--- config.mk ---
export PLATFORM = sky130hd
export DESIGN_NAME = fetch_stage_flat
export DESIGN_NICKNAME = d
export VERILOG_FILES = /design/src/rtl/fetch_stage_if.sv /design/src/rtl/fetch_stage.sv /design/src/flat_wrapper.sv
export SDC_FILE = /design/constraint.sdc
export NUM_CORES = 1
export LEC_CHECK = 0
export BUFFER_PORTS_ARGS = -buffer_cell sky130_fd_sc_hd__buf_2
export CORE_UTILIZATION = 63
export DETAILED_ROUTE_END_ITERATION = 16
export PLACE_DENSITY = 0.95
export SYNTH_ARGS = -nofsm -noshare
export SYNTH_HDL_FRONTEND = slang
export SYNTH_SLANG_ARGS = --single-unit
--- constraint.sdc ---
create_clock -name clk -period 6.4 [get_ports clk]
set_input_delay 1.28 -clock clk [delete_from_list [all_inputs] [get_ports clk]]
set_output_delay 1.28 -clock clk [all_outputs]
set_load 0.1 [all_outputs]
--- src/rtl/fetch_stage_if.sv ---
// fetch_stage_if: instruction-memory request/response bus between the fetch stage
// (master) and a variable-latency, in-order instruction memory (slave).
interface fetch_stage_if;
   logic        imem_req;
   logic [31:0] imem_addr;
   logic        imem_ready;
   logic        imem_rvalid;
   logic [31:0] imem_rdata;
   modport master (output imem_req, imem_addr, input imem_ready, imem_rvalid, imem_rdata);
   modport slave  (input imem_req, imem_addr, output imem_ready, imem_rvalid, imem_rdata);
endinterface

--- src/rtl/fetch_stage.sv ---
// fetch_stage: RV32I IF stage with prefetch FIFO, response PC queue, stale-response
// discard after redirects, and the IF/ID pipeline register.
module fetch_stage #(
   parameter logic [31:0] RESET_PC   = 32'h0000_0000,
   parameter int          FIFO_DEPTH = 2,
   parameter logic [31:0] NOP_INSTR  = 32'h0000_0013
) (
   input  logic                 clk,
   input  logic                 reset,
   fetch_stage_if.master        imem,
   input  logic                 StallD,
   input  logic                 FlushD,
   input  logic                 PCSrcE,
   input  logic [31:0]          PCTargetE,
   output logic [31:0]          InstrD,
   output logic [31:0]          PCD,
   output logic [31:0]          PCPlus4D,
   output logic                 ValidD
);
   localparam int CW = $clog2(FIFO_DEPTH + 1);
   localparam int PW = $clog2(FIFO_DEPTH);
   typedef logic [CW-1:0] cnt_t;
   typedef logic [PW-1:0] ptr_t;
   localparam cnt_t        FULL  = FIFO_DEPTH[CW-1:0];
   localparam logic [CW:0] LIMIT = FIFO_DEPTH[CW:0];
   localparam ptr_t        LAST  = ptr_t'(FIFO_DEPTH - 1);

   function automatic ptr_t inc(input ptr_t p);
      return (p == LAST) ? '0 : p + ptr_t'(1);
   endfunction

   logic [31:0] pcf_q, pcf_d;
   cnt_t        out_q, out_d, drop_q, drop_d, cnt_q, cnt_d;
   ptr_t        head_q, head_d, tail_q, tail_d, pq_wr_q, pq_wr_d, pq_rd_q, pq_rd_d;
   logic [31:0] fi_q [FIFO_DEPTH];
   logic [31:0] fi_d [FIFO_DEPTH];
   logic [31:0] fp_q [FIFO_DEPTH];
   logic [31:0] fp_d [FIFO_DEPTH];
   logic [31:0] pq_q [FIFO_DEPTH];
   logic [31:0] pq_d [FIFO_DEPTH];
   logic [31:0] dinstr_q, dinstr_d, dpc_q, dpc_d, dpc4_q, dpc4_d;
   logic        dvalid_q, dvalid_d;
   logic        rv, issue, accept, kept, advance, pop, bypass, push;
   logic [CW:0] inflight;
   logic [31:0] rsp_pc, src_pc;

   assign imem.imem_req  = issue;
   assign imem.imem_addr = pcf_q;
   assign InstrD   = dinstr_q;
   assign PCD      = dpc_q;
   assign PCPlus4D = dpc4_q;
   assign ValidD   = dvalid_q;

   always_comb begin
      rv       = imem.imem_rvalid;
      inflight = {1'b0, out_q} + {1'b0, cnt_q};
      issue    = reset && !PCSrcE && (inflight < LIMIT);
      accept   = issue && imem.imem_ready;
      // Responses still owed to a pre-redirect request, or arriving in the redirect cycle, are dropped
      kept     = rv && (drop_q == '0) && !PCSrcE;
      advance  = !PCSrcE && !FlushD && !StallD;
      pop      = advance && (cnt_q != '0);
      bypass   = advance && (cnt_q == '0) && kept;
      push     = kept && !bypass;
      rsp_pc   = pq_q[pq_rd_q];
      pcf_d    = PCSrcE ? PCTargetE : accept ? pcf_q + 32'd4 : pcf_q;
      out_d    = out_q + cnt_t'(accept) - cnt_t'(rv);
      drop_d   = PCSrcE ? out_q - cnt_t'(rv) : (rv && drop_q != '0) ? drop_q - cnt_t'(1) : drop_q;
      fi_d     = fi_q;
      fp_d     = fp_q;
      if (push) begin
         fi_d[tail_q] = imem.imem_rdata;
         fp_d[tail_q] = rsp_pc;
      end
      tail_d   = PCSrcE ? '0 : push ? inc(tail_q) : tail_q;
      head_d   = PCSrcE ? '0 : pop ? inc(head_q) : head_q;
      cnt_d    = PCSrcE ? '0 : cnt_q + cnt_t'(push) - cnt_t'(pop);
      // PC queue pops on every response, kept or dropped, so it stays aligned across redirects
      pq_d     = pq_q;
      if (accept) pq_d[pq_wr_q] = pcf_q;
      pq_wr_d  = accept ? inc(pq_wr_q) : pq_wr_q;
      pq_rd_d  = rv ? inc(pq_rd_q) : pq_rd_q;
      src_pc   = pop ? fp_q[head_q] : rsp_pc;
      dinstr_d = dinstr_q;
      dpc_d    = dpc_q;
      dpc4_d   = dpc4_q;
      dvalid_d = dvalid_q;
      if (PCSrcE || FlushD) begin
         dinstr_d = NOP_INSTR;
         dvalid_d = 1'b0;
      end else if (!StallD) begin
         dvalid_d = pop || bypass;
         dinstr_d = pop ? fi_q[head_q] : bypass ? imem.imem_rdata : NOP_INSTR;
         dpc_d    = (pop || bypass) ? src_pc : dpc_q;
         dpc4_d   = (pop || bypass) ? src_pc + 32'd4 : dpc4_q;
      end
   end

   always_ff @(posedge clk or negedge reset) begin
      if (!reset) begin
         pcf_q    <= RESET_PC;
         out_q    <= '0;
         drop_q   <= '0;
         cnt_q    <= '0;
         head_q   <= '0;
         tail_q   <= '0;
         pq_wr_q  <= '0;
         pq_rd_q  <= '0;
         fi_q     <= '{default: '0};
         fp_q     <= '{default: '0};
         pq_q     <= '{default: '0};
         dinstr_q <= NOP_INSTR;
         dpc_q    <= '0;
         dpc4_q   <= '0;
         dvalid_q <= 1'b0;
      end else begin
         pcf_q    <= pcf_d;
         out_q    <= out_d;
         drop_q   <= drop_d;
         cnt_q    <= cnt_d;
         head_q   <= head_d;
         tail_q   <= tail_d;
         pq_wr_q  <= pq_wr_d;
         pq_rd_q  <= pq_rd_d;
         fi_q     <= fi_d;
         fp_q     <= fp_d;
         pq_q     <= pq_d;
         dinstr_q <= dinstr_d;
         dpc_q    <= dpc_d;
         dpc4_q   <= dpc4_d;
         dvalid_q <= dvalid_d;
      end
   end

   a_no_overflow: assert property (@(posedge clk) disable iff (!reset) !(push && !pop && cnt_q == FULL));
   a_no_orphan:   assert property (@(posedge clk) disable iff (!reset) !(rv && out_q == '0));
endmodule

--- src/flat_wrapper.sv ---
// flat-port wrapper written by rule: the top's interface ports become plain ports
module fetch_stage_flat 
#(
   parameter logic [31:0] RESET_PC   = 32'h0000_0000,
   parameter int          FIFO_DEPTH = 2,
   parameter logic [31:0] NOP_INSTR  = 32'h0000_0013
)
  (clk, reset, StallD, FlushD, PCSrcE, PCTargetE, InstrD, PCD, PCPlus4D, ValidD, imem_imem_req, imem_imem_addr, imem_imem_ready, imem_imem_rvalid, imem_imem_rdata);
  fetch_stage_if imem_i ();
  input  logic clk;
  input  logic reset;
  input  logic StallD;
  input  logic FlushD;
  input  logic PCSrcE;
  input  logic [31:0] PCTargetE;
  output logic [31:0] InstrD;
  output logic [31:0] PCD;
  output logic [31:0] PCPlus4D;
  output logic ValidD;
  output wire logic [$bits(imem_i.imem_req)-1:0] imem_imem_req;
  output wire logic [$bits(imem_i.imem_addr)-1:0] imem_imem_addr;
  input wire logic [$bits(imem_i.imem_ready)-1:0] imem_imem_ready;
  input wire logic [$bits(imem_i.imem_rvalid)-1:0] imem_imem_rvalid;
  input wire logic [$bits(imem_i.imem_rdata)-1:0] imem_imem_rdata;
  assign imem_imem_req = imem_i.imem_req;
  assign imem_imem_addr = imem_i.imem_addr;
  assign imem_i.imem_ready = imem_imem_ready;
  assign imem_i.imem_rvalid = imem_imem_rvalid;
  assign imem_i.imem_rdata = imem_imem_rdata;
  fetch_stage #(.RESET_PC(RESET_PC), .FIFO_DEPTH(FIFO_DEPTH), .NOP_INSTR(NOP_INSTR)) u_core (.clk(clk), .reset(reset), .imem(imem_i), .StallD(StallD), .FlushD(FlushD), .PCSrcE(PCSrcE), .PCTargetE(PCTargetE), .InstrD(InstrD), .PCD(PCD), .PCPlus4D(PCPlus4D), .ValidD(ValidD));
endmodule
==> results of run 1 <==
==> per-stage QoR <==
stage          setup WS [ps]  area [um^2]
6_report                2170        17700
5_1_grt                 2040        17700
4_1_cts                 2180        17700
3_5_place_dp            1880        16600
3_3_place_gp            1940        16600
2_1_floorplan           40.6        15400
==> cells in the final DEF, fill, tap and decap left out, types with 9 or more instances in the layout <==
master / n
dfrtp_1: 324
mux2i_1: 87
buf_4: 19
nor2b_1: 21
nand3_1: 31
a31oi_1: 19
nor3_1: 9
a22oi_1: 32
nand2_1: 208
inv_1: 20
mux2_2: 127
or3_1: 10
o21ai_0: 136
clkbuf_16: 37
a21oi_1: 70
nand4_1: 15
buf_2: 199
o311ai_0: 15
xnor2_1: 14
clkbuf_1: 12
nor2_1: 78
a211oi_1: 18
nand4b_1: 11
==> layout make-up <==
type                    instances  area (um^2)
flip-flops and latches        329         8240
multi-input cells            1014         6690
fillers                      1455         6010
repair buffers                219         1150
clock buffers                  52         1010
well taps                     319          399
clock inverters                 8         96.3
inverters                      21         78.8
diodes                          3         7.51
==> state kept, by name (all words and copies together), names as in the netlist, 2 cells and up <==
| name | flops |
|---|---|
| u_core.cnt_q | 2 |
| u_core.pq_q | 64 |
| u_core.InstrD | 32 |
| u_core.fp_q | 64 |
| u_core.PCPlus4D | 32 |
| u_core.out_q | 2 |
| u_core.PCD | 30 |
| u_core.fi_q | 64 |
| u_core.drop_q | 2 |
| u_core.imem.imem_addr | 32 |
==> kinds of logic (layout without fill, tap and decap cells) <==
group / Yosys count / in the layout / share of synthesized area
simple gates: 434 / 434 / 0.131
compound gates: 339 / 339 / 0.134
flops: 329 / 329 / 0.535
mux: 214 / 214 / 0.150
buf+inv: 118 / 300 / 0.0322
xor+xnor: 19 / 19 / 0.0108
fa+ha+maj: 8 / 8 / 0.00699
other cells: 0 / 3 / 0
==> power breakdown <==
part	switching [uW]	internal, uW	total (uW)
sequential	561	2780	3340
clock	815	1180	1990
combinational	2680	962	3640
total	4050	4910	8970
==> layer usage <==
layer	global-route usage	wire (um)	vias up	part of all wire
li1	-	-	5541	-
met1	0.480	16700	6382	0.39
met2	0.551	19900	974	0.46
met3	0.0797	4540	221	0.11
met4	0.165	2010	0	0.047
met5	0	0	-	0
==> worst max-delay path, stage by stage <==
cell	delay, ps
buf_2	130
nor3_1	250
buf_4	290
nand2_2	140
inv_1	760
mux2i_1	400
or4_1	690
or4_1	570
a31oi_1	170
==> worst max-delay path by stage <==
stage	start	cells after the start	slack, ps	end
6_report	StallD	9	2170	u_core.PCPlus4D[27]
2_1_floorplan	PCSrcE	7	40	u_core.pq_q[6]
3_3_place_gp	PCSrcE	9	1940	u_core.PCPlus4D[27]
5_1_grt	reset	3	2040	imem_imem_req
4_1_cts	reset	3	2180	imem_imem_req
3_5_place_dp	PCSrcE	9	1880	u_core.imem.imem_addr[22]
==> insert_results.sql, run 1 <==
INSERT INTO impl_metrics (metric_group, metric, value, unit) VALUES
('run_status', 'status', 'completed', ''),
('global_routing', 'globalRouteTotalUtil', '0.356', ''),
('clock_tree', 'cts_max_path_buffers', '3', ''),
('synth', 'synth_nets', '1540', ''),
('sta', 'layout_min_cycle_time', '4230', 'ps'),
('drt', 'drt_pass1_iterations', '10', ''),
('worst_setup_path', 'regToRegStartpoint', 'u_core.cnt_q[1]', ''),
('die', 'core_region_area', '23700', 'um^2'),
('synth', 'leading_post_synthesis_cells_by_instance_count', 'dfrtp_1, nand2_1, o21ai_0', ''),
('worst_setup_path', 'critical_path_arrival', '4670', 'ps'),
('synth', 'synth_top_area_share', '0.530', ''),
('synth', 'synth_area_leaders', 'dfrtp_1, mux2_2, mux2i_1', ''),
('global_routing', 'grt_pass1_vias', '12800', ''),
('die', 'die_width', '158', 'um'),
('sta', 'worst-slew-pin-transition', '1240', 'ps'),
('sta', 'achievable_clock_frequency', '237', 'MHz'),
('sta', 'slew_violations', '0', ''),
('sta', 'post-route-period-util', '0.661', ''),
('drt', 'dr_total_vias', '13100', ''),
('sta', 'holdWs', '467', 'ps'),
('global_routing', 'grt_pass1_wl', '68.8', 'mm'),
('sta', 'slew_headroom', '0.171', ''),
('min_path', 'hold_path_class', 'reg -> reg', ''),
('min_path', 'worst_hold_path.num_cells', '2', ''),
('synth', 'synthArstFlopShare', '1.00', ''),
('clock_tree', 'numClockSinks', '329', ''),
('synth', 'synthDistinctLibCells', '65', ''),
('worst_setup_path', 'worstRegToRegCells', '7', ''),
('placement', 'placed_cells_incl_taps', '1902', ''),
('worst_setup_path', 'crit_path_start_kind', 'input port', ''),
('synth', 'number_of_enable_type_register_cells_in_the_synthesized_netlist', '0', ''),
('clock_tree', 'clock_tree_from_tritoncts', 'built', ''),
('sta', 'setup_repair_after_global_routing_missed_its_margin', 'false', ''),
('clock_tree', 'root_buffer', 'clkbuf_16', ''),
('synth', 'yosysWarnings', '0', ''),
('sta', 'final.setup.tns', '0', 'ps'),
('synth', 'ys_seq_area_frac', '0.535', ''),
('drt', 'final_antenna_net_count', '0', ''),
('synth', 'synth_ff_type', 'dfrtp_1', ''),
('synth', 'syn-cell-area', '15400', 'um^2'),
('clock_tree', 'postCtsResizedCells', '0', ''),
('power', 'fin_total_pwr', '8970', 'uW'),
('synth', 'cell_accounting_for_the_most_synthesized_area', 'dfrtp_1', ''),
('cells_and_area', 'final_nets', '1698', ''),
('worst_setup_path', 'worst-path-max-fanout', '21', ''),
('placement', 'dp_hpwl', '26.5', 'mm'),
('clock_tree', 'cts_max_level', '2', ''),
('worst_setup_path', 'destination_of_the_worst_register_to_register_timing_path', 'u_core.PCPlus4D[27]', ''),
('worst_setup_path', 'timing.reg2reg.setup_slack', '2560', 'ps'),
('power', 'vdd_ir_drop_max', '0.422', 'mV'),
('global_routing', 'pin_count_of_the_biggest_net_entering_global_routing', '117', ''),
('worst_setup_path', 'crit_type', 'in -> reg', ''),
('drt', 'remaining_drc_errors', '0', ''),
('global_routing', 'globalRouteOverflowTotal', '0', ''),
('clock_tree', 'cts.repair_timing.setup_buffer_count', '0', ''),
('drt', 'wl_per_cell', '21.9', 'um'),
('sta', 'fin_worst_skew', '20.1', 'ps'),
('drt', 'vias_per_cell', '6.68', ''),
('min_path', 'hold_end', 'u_core.PCD[20]', ''),
('placement', 'i_o_buffers', '200', ''),
('cells_and_area', 'layout-area-overhead-vs-synth', '14.9', '%'),
('drt', 'drt-initial-drc-count', '1830', ''),
('cells_and_area', 'final_core_utilization', '0.746', ''),
('clock_tree', 'clock_insertion_delay_worst_skew', '530', 'ps'),
('die', 'die_area', '25000', 'um^2'),
('cells_and_area', 'drive_above_1_share', '0.251', ''),
('worst_setup_path', 'worst-endpoint-required', '6850', 'ps'),
('die', 'ioPinCount', '201', ''),
('clock_tree', 'count_of_hold_buffers_inserted_by_post_cts_repair', '0', ''),
('cells_and_area', 'finalNonFillerCells', '1965', ''),
('worst_setup_path', 'worst_setup_path_end_kind', 'flip-flop', '');
Power figures use the tool's default switching activity.
==> inputs of run 2 (changes only) <==
Settings changed: CORE_UTILIZATION 63 to 58, PLACE_DENSITY 0.95 to 0.9.
Clock period 6.4 ns to 4.03 ns, I/O delays scaled along.
==> run 2 against run 1 <==
  * Largest cell class unchanged
  * Clock skew grew 6.8 ps
  * Via count shrank 5.5%
  * Cell area grew 0.38%
  * Power grew 56%
  * Routed wire length shrank 7.9%
  * First-iteration DRC count shrank 32%
  * Die area grew 8.5%
  * Count of clock-buffer cells in the layout grew 3
  * Non-clock buffer count grew 6
==> insert_results.sql, run 2 (synthesized netlist as in run 1, its figures left out) <==
INSERT INTO impl_metrics (metric_group, metric, value, unit) VALUES
('worst_setup_path', 'crit_path_leading_delay_family', 'simple AND/OR/NAND/NOR gates', ''),
('min_path', 'hold_path_class', 'in -> async', ''),
('global_routing', 'pin_count_of_the_biggest_net_entering_global_routing', '158', ''),
('power', 'share_comb_of_total_power', '0.404', ''),
('clock_tree', 'cts_max_level', '2', ''),
('worst_setup_path', 'cp_cell_sequence', 'buf_4 > nand4_1 > a22oi_1 > a21oi_1 > or4_1 > or4_1 > a31oi_1', ''),
('cells_and_area', 'final_common_cell', 'dfrtp_1', ''),
('power', 'netSwitchingPower', '6250', 'uW'),
('drt', 'remaining_drc_errors', '0', ''),
('cells_and_area', 'fin_area', '17700', 'um^2'),
('power', 'vdd_ir_drop_max', '0.862', 'mV'),
('drt', 'vias_per_cell', '6.23', ''),
('clock_tree', 'clock_insertion_delay_worst_skew', '530', 'ps'),
('power', 'switching_share_of_total_power', '0.447', ''),
('placement', 'gp_routability_congestion', '0.906', ''),
('die', 'ioPinCount', '201', ''),
('worst_setup_path', 'timing.reg2reg.setup_slack', '770', 'ps'),
('global_routing', 'grt_pass1_wl', '62.5', 'mm'),
('die', 'placement_rows', '59', ''),
('placement', 'placed_cells_incl_taps', '1924', ''),
('die', 'die_width', '165', 'um'),
('drt', 'drt-initial-drc-count', '1251', ''),
('worst_setup_path', 'crit_path_start_kind', 'flip-flop', ''),
('clock_tree', 'numClockSinks', '329', ''),
('drt', 'final_antenna_net_count', '0', ''),
('clock_tree', 'tritoncts.num_buffers', '35', ''),
('drt', 'wl_per_cell', '20.0', 'um'),
('sta', 'slew_violations', '0', ''),
('drt', 'drt_pass1_iterations', '8', ''),
('sta', 'setup_repair_after_global_routing_missed_its_margin', 'false', ''),
('sta', 'worst-slew-pin-transition', '1170', 'ps'),
('worst_setup_path', 'regToRegStartpoint', 'u_core.pq_rd_q', ''),
('power', 'power.internal', '7710', 'uW'),
('worst_setup_path', 'worst-path-max-fanout', '27', ''),
('placement', 'dp_hpwl', '26.5', 'mm'),
('cells_and_area', 'largest_regs', 'u_core.fi_q (64), u_core.fp_q (64), u_core.pq_q (64)', ''),
('sta', 'number_of_hold_slack_violations_in_the_final_timing_report', '0', ''),
('die', 'die_area', '27200', 'um^2'),
('worst_setup_path', 'crit_path_start', 'u_core.pq_rd_q', ''),
('worst_setup_path', 'number_of_buffers_and_inverters_on_the_critical_path', '1', ''),
('power', 'power.leakage', '0.00820', 'uW'),
('cells_and_area', 'finalNonFillerCells', '1989', ''),
('power', 'power.density', '787', 'nW/um^2'),
('clock_tree', 'postCtsResizedCells', '0', ''),
('cells_and_area', 'final_cell_mix', 'dfrtp_1, nand2_1, buf_2', ''),
('sta', 'slew_headroom', '0.218', ''),
('global_routing', 'globalRouteTotalUtil', '0.293', ''),
('cells_and_area', 'layout-area-overhead-vs-synth', '15.3', '%'),
('worst_setup_path', 'worstSetupPathDepth', '7', ''),
('clock_tree', 'cts.reportedPaths.clkPinSlew', '60', 'ps'),
('worst_setup_path', 'critical_path_arrival', '3700', 'ps'),
('sta', 'achievable_clock_frequency', '307', 'MHz'),
('die', 'start_util', '0.590', ''),
('power', 'seqPwrFrac', '0.378', ''),
('clock_tree', 'root_buffer', 'clkbuf_16', ''),
('run_status', 'status', 'completed', ''),
('sta', 'layout_setup_ws', '773', 'ps'),
('sta', 'layout_min_cycle_time', '3260', 'ps'),
('clock_tree', 'cts_max_path_buffers', '3', ''),
('clock_tree', 'cts.repair_timing.setup_buffer_count', '0', ''),
('sta', 'post-route-period-util', '0.808', ''),
('worst_setup_path', 'worstRegToRegCells', '7', ''),
('die', 'core_region_area', '26100', 'um^2'),
('sta', 'setup_violations', '0', ''),
('sta', 'fin_worst_skew', '27.0', 'ps'),
('die', 'fp.dieH', '165', 'um'),
('clock_tree', 'count_of_hold_buffers_inserted_by_post_cts_repair', '0', ''),
('worst_setup_path', 'destination_of_the_worst_register_to_register_timing_path', 'u_core.PCPlus4D[27]', ''),
('power', 'fin_total_pwr', '14000', 'uW'),
('worst_setup_path', 'worst-endpoint-required', '4480', 'ps'),
('run', 'maxCapViolations', '0', ''),
('drt', 'dr_total_vias', '12400', ''),
('global_routing', 'grt_pass1_vias', '12000', ''),
('clock_tree', 'clock_tree_from_tritoncts', 'built', ''),
('worst_setup_path', 'worst_setup_path_end_kind', 'flip-flop', ''),
('global_routing', 'antenna_found_initial', '6', ''),
('placement', 'i_o_buffers', '200', ''),
('worst_setup_path', 'cpMaxStageDelayCell', 'dfrtp_2', ''),
('global_routing', 'globalRouteOverflowTotal', '0', ''),
('sta', 'final.setup.tns', '0', 'ps'),
('worst_setup_path', 'critPathCapture', 'u_core.PCPlus4D[27]', ''),
('placement', 'post_dp_cell_area', '16700', 'um^2'),
('power', 'power.clock.fraction', '0.218', ''),
('cells_and_area', 'drive_above_1_share', '0.254', ''),
('worst_setup_path', 'critical_path.most_common_cell', 'or4_1', ''),
('worst_setup_path', 'timing.critical_path.slowest_cell_delay', '790', 'ps'),
('placement', 'dp_worst_setup_slack', '429', 'ps'),
('drt', 'total_wire_length_after_detailed_routing', '39.7', 'mm'),
('worst_setup_path', 'crit_type', 'reg -> reg', ''),
('cells_and_area', 'final_nets', '1705', '');
run 2: power by group through the flow:
stage	combinational [uW]	sequential, uW	clock (uW)
global placement	5340	5180	0
floorplan	2370	7090	0
global route	5960	5380	3190
finish	5640	5280	3040
detailed placement	5520	5290	0
CTS	5580	5240	3050
run 2: metrics by stage:
step                      hold WS [ps]  utilization
after global placement             456        0.639
after global routing               233        0.681
after detailed placement           460        0.639
after CTS                          218        0.680
after floorplan                    444            -
final                              193        0.681
run 2: per-layer routing:
metal,GRT usage,wire length (um),up-vias
met2,0.458,18600,656
met4,0.119,1050,0
met1,0.411,16800,6086
li1,-,-,5572
met3,0.0460,3210,87
met5,0,0,-
run 2: how the worst min path moves through the flow:
stage                                  to  slack (ps)
after floorplan            u_core.fp_q[0]         440
after global placement     u_core.fp_q[0]         460
after detailed placement    u_core.PCD[6]         460
after CTS                 u_core.fp_q[22]         220
after global routing      u_core.fp_q[22]         230
final                     u_core.fp_q[22]         190
run 2: cell type report:
| class | count | area, um^2 |
|---|---|---|
| Clock inverter | 4 | 26.3 |
| Antenna cell | 6 | 15.0 |
| Inverter | 21 | 78.8 |
| Clock buffer | 55 | 1040 |
| Sequential cell | 329 | 8240 |
| Multi-Input combinational cell | 1014 | 6710 |
| Timing Repair Buffer | 225 | 1210 |
| Fill cell | 1795 | 8320 |
| Tap cell | 335 | 419 |
run 2: worst register-to-register path: stages (launching register included):
cell     delay [ps]
dfrtp_2         790
buf_4           470
nand4_1         130
a22oi_1         190
a21oi_1         150
or4_1           720
or4_1           570
a31oi_1         170
